### config.mk
export PLATFORM = sky130hd
export DESIGN_NAME = oam_dma_ctrl
export DESIGN_NICKNAME = d
export VERILOG_FILES = /design/src/rtl/oam_dma_ctrl_pkg.sv /design/src/rtl/oam_dma_ctrl.sv
export SDC_FILE = /design/constraint.sdc
export NUM_CORES = 1
export LEC_CHECK = 0
export CORE_MARGIN = 2
export CORE_UTILIZATION = 49
export CTS_BUF_LIST = sky130_fd_sc_hd__clkbuf_4
export DETAILED_ROUTE_END_ITERATION = 10
export GPL_ROUTABILITY_DRIVEN = 0
export PLACE_DENSITY = 0.95
export SLEW_MARGIN = 40
export SYNTH_ARGS = -nofsm -noshare
export SYNTH_HDL_FRONTEND = slang
export SYNTH_SLANG_ARGS = --single-unit
### constraint.sdc
create_clock -name clk -period 3.11 [get_ports clk]
set_input_delay 0.7775 -clock clk [delete_from_list [all_inputs] [get_ports clk]]
set_output_delay 0.7775 -clock clk [all_outputs]
set_load 0.02 [all_outputs]
### src/rtl/oam_dma_ctrl_pkg.sv
// Shared CPU control definitions used by the OAM DMA controller:
// state encoding, default geometry and the echo-RAM page fold.
package oam_dma_ctrl_pkg;

  localparam int         DMA_LEN_DEFAULT  = 160;
  localparam logic [7:0] DST_PAGE_DEFAULT = 8'hFE;
  localparam logic [7:0] ECHO_BASE        = 8'hE0;
  localparam logic [7:0] ECHO_MASK        = 8'hDF;

  typedef enum logic [2:0] {
    ST_IDLE = 3'd0,
    ST_REQ  = 3'd1,
    ST_RD_A = 3'd2,
    ST_RD_B = 3'd3,
    ST_WR_A = 3'd4,
    ST_WR_B = 3'd5,
    ST_FIN  = 3'd6
  } state_e;

  // Pages E0..FF mirror C0..DF, so the DMA always reads the real RAM page.
  function automatic logic [7:0] fold_page(input logic [7:0] page);
    return (page >= ECHO_BASE) ? (page & ECHO_MASK) : page;
  endfunction

endpackage

### src/rtl/oam_dma_ctrl.sv
// OAM DMA controller: copies DMA_LEN bytes from a source page to DST_PAGE,
// one byte per four cycles, once the CPU grants the shared bus.
module oam_dma_ctrl
  import oam_dma_ctrl_pkg::*;
#(
  parameter int         DMA_LEN  = DMA_LEN_DEFAULT,
  parameter logic [7:0] DST_PAGE = DST_PAGE_DEFAULT
) (
  input  logic        clk,
  input  logic        rst,
  input  logic        trig_wr,
  input  logic [7:0]  trig_data,
  output logic        bus_req,
  input  logic        bus_gnt,
  output logic [15:0] addr,
  output logic        addr_oe,
  output logic        mem_cs,
  output logic        mem_oe,
  output logic        mem_we,
  input  logic [7:0]  rdata,
  output logic [7:0]  wdata,
  output logic        busy,
  output logic        done,
  output state_e      dbg_state
);

  localparam logic [7:0] LAST_IDX = 8'(DMA_LEN - 1);

  state_e     state_q, state_d;
  logic [7:0] src_page_q, src_page_d;
  logic [7:0] idx_q, idx_d;
  logic [7:0] buf_q, buf_d;

  always_ff @(posedge clk or posedge rst) begin
    if (rst) begin
      state_q    <= ST_IDLE;
      src_page_q <= 8'h00;
      idx_q      <= 8'h00;
      buf_q      <= 8'h00;
    end else begin
      state_q    <= state_d;
      src_page_q <= src_page_d;
      idx_q      <= idx_d;
      buf_q      <= buf_d;
    end
  end

  // Handshake: bus_req rises in REQ and stays high through WR_B; the CPU
  // raises bus_gnt when it releases the bus and holds it while bus_req is high.
  always_comb begin
    state_d    = state_q;
    src_page_d = src_page_q;
    idx_d      = idx_q;
    buf_d      = buf_q;
    case (state_q)
      ST_IDLE: begin
        if (trig_wr) begin
          src_page_d = fold_page(trig_data);
          idx_d      = 8'h00;
          state_d    = ST_REQ;
        end
      end
      ST_REQ: begin
        // A retrigger here only reloads; the bus must still be granted first.
        if (trig_wr) begin
          src_page_d = fold_page(trig_data);
          idx_d      = 8'h00;
        end
        if (bus_gnt) state_d = ST_RD_A;
      end
      ST_RD_A: state_d = ST_RD_B;
      ST_RD_B: begin
        buf_d   = rdata;
        state_d = ST_WR_A;
      end
      ST_WR_A: state_d = ST_WR_B;
      ST_WR_B: begin
        if (idx_q == LAST_IDX) begin
          state_d = ST_FIN;
        end else begin
          idx_d   = idx_q + 8'h01;
          state_d = ST_RD_A;
        end
      end
      ST_FIN: begin
        state_d = ST_IDLE;
        if (trig_wr) begin
          src_page_d = fold_page(trig_data);
          idx_d      = 8'h00;
          state_d    = ST_REQ;
        end
      end
      default: state_d = ST_IDLE;
    endcase

    // Retrigger while owning the bus restarts at byte 0 without releasing it.
    if (trig_wr && (state_q inside {ST_RD_A, ST_RD_B, ST_WR_A, ST_WR_B})) begin
      src_page_d = fold_page(trig_data);
      idx_d      = 8'h00;
      state_d    = ST_RD_A;
    end
  end

  always_comb begin
    bus_req = 1'b0;
    busy    = (state_q != ST_IDLE);
    done    = 1'b0;
    addr_oe = 1'b0;
    mem_cs  = 1'b0;
    mem_oe  = 1'b0;
    mem_we  = 1'b0;
    addr    = 16'h0000;
    case (state_q)
      ST_REQ: bus_req = 1'b1;
      ST_RD_A, ST_RD_B: begin
        bus_req = 1'b1;
        addr_oe = 1'b1;
        mem_cs  = 1'b1;
        mem_oe  = 1'b1;
        addr    = {src_page_q, idx_q};
      end
      ST_WR_A: begin
        bus_req = 1'b1;
        addr_oe = 1'b1;
        mem_cs  = 1'b1;
        mem_we  = 1'b1;
        addr    = {DST_PAGE, idx_q};
      end
      ST_WR_B: begin
        bus_req = 1'b1;
        addr_oe = 1'b1;
        mem_cs  = 1'b1;
        addr    = {DST_PAGE, idx_q};
      end
      ST_FIN: done = 1'b1;
      default: ;
    endcase
  end

  assign wdata     = buf_q;
  assign dbg_state = state_q;

endmodule
=== After elaboration in Yosys (flattened, before gate mapping) ===
Index checks and enable logic that the tools add are counted.

* Register bits after elaboration: 27
* Bits of input ports: 20
* Output and inout port bits: 34
* Logic and storage cells: 52

* Add/subtract/negate cells: 1
* Magnitude comparators: 1
* Equality and inequality tests: 11
* Muxes and demuxes: 20
* Reductions and logical operators: 15

{| class="wikitable"
|+ Operators by type and width
! operator !! number
|-
| $mux 8 || 6
|-
| $pmux 16 s2 || 1
|-
| $pmux 3 s7 || 1
|-
| $pmux 8 s2 || 1
|-
| $mux 3 || 4
|-
| $eq 3x3->1 const B || 3
|-
| $add 8x1->8 const B || 1
|-
| $eq 8x8->1 const B || 1
|-
| $ge 8x8->1 const B || 1
|-
| $eq 3x2->1 const B || 2
|-
| $mux 1 || 6
|-
| $mux 6 || 1
|-
| $ne 3x3->1 const B || 2
|-
| $reduce_bool 3->1 || 2
|-
| $reduce_or 5->1 || 1
|-
| $reduce_and 2->1 || 2
|-
| $reduce_bool 2->1 || 2
|-
| $reduce_bool 4->1 || 1
|-
| $reduce_or 2->1 || 2
|-
| $reduce_or 4->1 || 1
|-
| $eq 3x1->1 const B || 1
|-
| $logic_not 3->1 || 1
|-
| $ne 3x1->1 const B || 1
|-
| $ne 3x2->1 const B || 1
|-
| other kinds (3) || 3
|}

=== Depth between registers and ports, before layout ===
* Depth after elaboration: 5
* Mapped depth: 6

=== Worst setup path after synthesis ===
OpenSTA, ideal clock, no wires.

* Path type: register to output
* Start point: reg state_q[1] (netlist: dbg_state[1])
* End point: out bus_req
* Arrival time: 1.587 ns
* Required time: 2.332 ns
* Slack: 0.746 ns
* Stages on the path, launching flop included: 4
* Path through: dfrtp_1 > clkbuf_1 > or3_1 > a21boi_0

* Cells in the longest elaborated chain, start to end: 3

{| class="wikitable"
|+ Ends and longest elaborated chain
! element !! line !! RTL
|-
| start, declared || oam_dma_ctrl.sv:29 || <nowiki>state_e state_q, state_d;</nowiki>
|-
| start signal, assigned || oam_dma_ctrl.sv:41 || <nowiki>state_q <= state_d;</nowiki>
|-
| $eq 3x2->1, or another cell as far along || oam_dma_ctrl.sv:113 || <nowiki>case (state_q)</nowiki>
|-
| $reduce_or 5->1 (no source line) * || - ||
|-
| $mux 1 * || oam_dma_ctrl.sv:113 ||
|-
| end, declared || oam_dma_ctrl.sv:13 || <nowiki>output logic bus_req,</nowiki>
|}

Every way passes the cells marked *; elsewhere a longest branch is shown, timed or not.

=== Worst setup path after layout ===
* Start point: reg state_q[1] (netlist: dbg_state[1])
* End point: out addr[2]

* Cells in the longest elaborated chain, start to end: 3

{| class="wikitable"
|+ Ends and longest elaborated chain
! element !! line !! RTL
|-
| $eq 3x3->1 / $eq 3x2->1 (equally long branches) || oam_dma_ctrl.sv:113 ||
|-
| $reduce_or 2->1 (on tied branches) || - ||
|-
| $pmux 16 s2 * || oam_dma_ctrl.sv:113 ||
|-
| end, declared || oam_dma_ctrl.sv:15 || <nowiki>output logic [15:0] addr,</nowiki>
|}

Marked as above.

==> flow_metrics.py <==
metrics = {
    "status": {
        "status": "finished, final reports clean",
    },
    "sta": {
        "relSlewSlack_pct": 77.18,
        "report.final.slew_viol_count": 0,
        "unrepaired_setup_endpoints_after_global_routing": "false",
        "clock_skew_ns": 0.01227,
        "fin_setup_tns_ns": 0,
        "worst_slew_pin_slew_ns": 0.3423,
        "post-route-min-period_ns": 2.938,
        "timing.final.setup_violations": 0,
        "fmax_ghz": 0.3403,
        "timing_hold_violations_final": 0,
        "finalCritPeriodShare_pct": 94.48,
    },
    "setup_path": {
        "critPathRequiredTime_ns": 2.33,
        "rr_worst_depth": 5,
        "path_class": "flop to primary output",
        "worst_setup_path_end_kind": "primary output",
        "worstSetupEndpoint": "addr[2]",
        "critical_path.max_fanout": 11,
        "timing.critical_path.from": "dbg_state[1]$_DFFE_PP0P_",
        "critical_path.reg2reg.endpoint": "idx_q[6]$_DFFE_PP0P_",
        "ff2ff_setup_slack_ns": 1.29,
        "start_kind": "flop",
        "worst_ep_arrival_time_ns": 2.16,
        "worstReg2RegStart": "idx_q[0]$_DFFE_PP0P_",
    },
    "synth": {
        "synth_adder_area_share_pct": 0.8613,
        "post_synthesis_instance_area_sq_mm": 0.001453,
        "yosys_warnings": 0,
        "synth-seq-area-share_pct": 46.51,
        "synthesis.instances": 128,
        "ys_async_sr_fraction_pct": 100.0,
        "synthXorXnorAreaFrac_pct": 1.206,
        "number_of_synthesized_register_bits": 27,
        "ys_types": 40,
        "synth_top_family_by_area": "simple AND/OR/NAND/NOR gates",
        "muxShareOfSynthArea_pct": 13.18,
        "synth_simple_gate_area_share_pct": 18.86,
        "edff_count_synth": 0,
        "per_instance_average_area_after_synthesis_sq_um": 11.35,
        "compound_gate_portion_of_the_synthesized_area_pct": 13.35,
        "synth_flop_cell": "sky130_fd_sc_hd__dfrtp_1",
        "synth_fp_nets": 149,
    },
    "flow_run": {
        "drv_cap": 0,
    },
    "cells_and_area": {
        "area_growth_pct": 37.73,
        "fin_nets": 203,
        "fin_cells": 212,
        "most-common-layout-cells": "53 x sky130_fd_sc_hd__clkdlybuf4s50_1, 26 x sky130_fd_sc_hd__dfrtp_1, 17 x sky130_fd_sc_hd__mux2_2, 9 x sky130_fd_sc_hd__and2_1",
        "drive_above_1_share_pct": 20.44,
        "layout_commonest_cell": "sky130_fd_sc_hd__clkdlybuf4s50_1",
        "antenna-diode-count": 0,
    },
    "clock_network": {
        "clk_latency_ns": 0.34,
        "clockRootBuffer": "sky130_fd_sc_hd__clkbuf_4",
        "ctsLongestPathBuffers": 2,
        "tritoncts_num_sinks": 27,
        "clock_tree.htree_level_count": 1,
        "cts_tree": "yes",
        "cts_inserted_buffers": 3,
        "path_clk_slew_ns": 0.15,
    },
    "grt": {
        "initial_antenna_violation_count": 0,
        "grt_first_pass_wirelength_mm": 5.637,
        "grt_use_total_pct": 21.35,
        "first_global_vias": 1226,
        "grt_remaining_overflow": 0,
        "grt_start_max_net_pins": 28,
    },
    "pwr": {
        "total_power_density_per_cell_area_mw_per_mm2": 812.1,
        "cellLeakagePower_nw": 0.8988,
        "total_power_w": 0.001625,
        "irDropWorstVdd_uv": 651.6,
    },
    "hold_path": {
        "worst_hold_startpoint": "src_page_q[5]$_DFFE_PP0P_",
        "hold_class": "flop to flop",
    },
    "floorplanning": {
        "num_rows": 19,
        "area_of_the_core_sq_mm": 0.002781,
        "initial_utilization_pct": 52.23,
        "fp.dieArea_sq_mm": 0.003416,
        "fp.dieW_um": 58.45,
        "io_pins": 54,
        "die_h_um": 58.45,
    },
    "drt": {
        "drtAntennaViolNets": 0,
        "detail_route.drc_violations": 0,
        "detailedRoute.firstPassIterationCount": 4,
        "drt_wl_total_mm": 3.320,
        "iteration_0_drc_count_of_the_detailed_router": 28,
        "avgViaCountPerCell": 5.703,
        "average_detailed_routed_wire_length_per_instance_um": 15.66,
        "vias_after_detailed_routing": 1209,
    },
    "placement": {
        "half_perimeter_wire_length_after_detailed_placement_mm": 2.545,
        "place.detailed.instances": 208,
        "io_buffer_count": 53,
    },
}
-- synth_stat cells (3+ instances only) --
cell type | number | area share, %
sky130_fd_sc_hd__and2_1 | 9 | 3.9
sky130_fd_sc_hd__nor2b_1 | 3 | 1.3
sky130_fd_sc_hd__mux2_2 | 17 | 13
sky130_fd_sc_hd__o21ai_0 | 5 | 1.7
sky130_fd_sc_hd__dfrtp_1 | 27 | 47
sky130_fd_sc_hd__a221o_1 | 3 | 2.1
sky130_fd_sc_hd__and3_1 | 5 | 2.2
sky130_fd_sc_hd__nand3_1 | 4 | 1.4
sky130_fd_sc_hd__a21oi_1 | 3 | 1.0
sky130_fd_sc_hd__a21o_1 | 7 | 3.6
sky130_fd_sc_hd__nand2_1 | 7 | 1.8
sky130_fd_sc_hd__clkbuf_8 | 3 | 2.8
sky130_fd_sc_hd__nor2_1 | 3 | 0.78
-- repair_timing --
item | in CTS | in global routing
hold buffers | 0 | 0
hold endpoints to repair | 0 | 0
buffers inserted | 0 | 0
resized for setup | 0 | 1
setup endpoints to repair | 0 | 6
-- per-stage QoR --
stage	hold WS, ns	utilization, %	instance area [sq um]	worst slack [ns]
detailed placement	0.4868	70.90	1972	0.4710
floorplan	0.4506	-	1453	0.7457
CTS	0.5240	71.88	1999	0.08063
finish	0.5232	71.93	2001	0.1717
global route	0.5465	71.93	2001	0.04171
global placement	0.4684	70.90	1972	0.5952
-- how the worst min path moves through the flow --
| stage | to | depth (start not counted) |
|---|---|---|
| final | src_page_q[5]$_DFFE_PP0P_ | 2 |
| after floorplan | src_page_q[5]$_DFFE_PP0P_ | 2 |
| after CTS | src_page_q[5]$_DFFE_PP0P_ | 2 |
| after global placement | src_page_q[5]$_DFFE_PP0P_ | 2 |
| after global routing | wdata[0]$_DFFE_PP0P_ | 1 |
| after detailed placement | src_page_q[5]$_DFFE_PP0P_ | 2 |
-- worst max-delay path: stages (launching register included) --
cell and delay [ns]:
sky130_fd_sc_hd__dfrtp_1 0.50, sky130_fd_sc_hd__nor2b_1 0.21, sky130_fd_sc_hd__or2_1 0.29, sky130_fd_sc_hd__and2_1 0.19, sky130_fd_sc_hd__clkdlybuf4s50_1 0.63
-- flip-flops by register name, summed over array words and instances, names as in the netlist --
register / cells
idx_q: 8
src_page_q: 8
wdata: 8
dbg_state: 3
-- layer usage --
| metal | part of all wire (%) | up-vias | global-route usage (%) |
|---|---|---|---|
| li1 | - | 562 | - |
| met1 | 41 | 605 | 26.90 |
| met2 | 51 | 35 | 35.96 |
| met3 | 5.7 | 7 | 4.615 |
| met4 | 2.0 | 0 | 7.973 |
| met5 | 0 | - | 0 |
-- where the power goes --
part	switching (W)	total, W	internal, W
logic	0.000463	0.000944	0.000481
clock network	0.000108	0.000157	0.0000484
registers	0.0000829	0.000524	0.000441
total	0.000654	0.00162	0.000970
-- cell families after synthesis --
group | Yosys count
adders and majority gates | 1
AOI/OAI and AO/OA | 26
muxes | 17
buffers and inverters | 10
DFF | 27
xor gates and xnor gates | 2
and+or+nand+nor | 45
-- layout make-up --
class | instances | area, sq um
multi-input cells | 91 | 689.4
flip-flops and latches | 27 | 676.9
fillers | 219 | 780.7
clock buffers | 3 | 22.52
well taps | 31 | 38.79
clock inverters | 1 | 5.005
repair buffers | 57 | 560.5
inverters | 2 | 7.507
No activity file was read; power rests on OpenSTA's default activity.
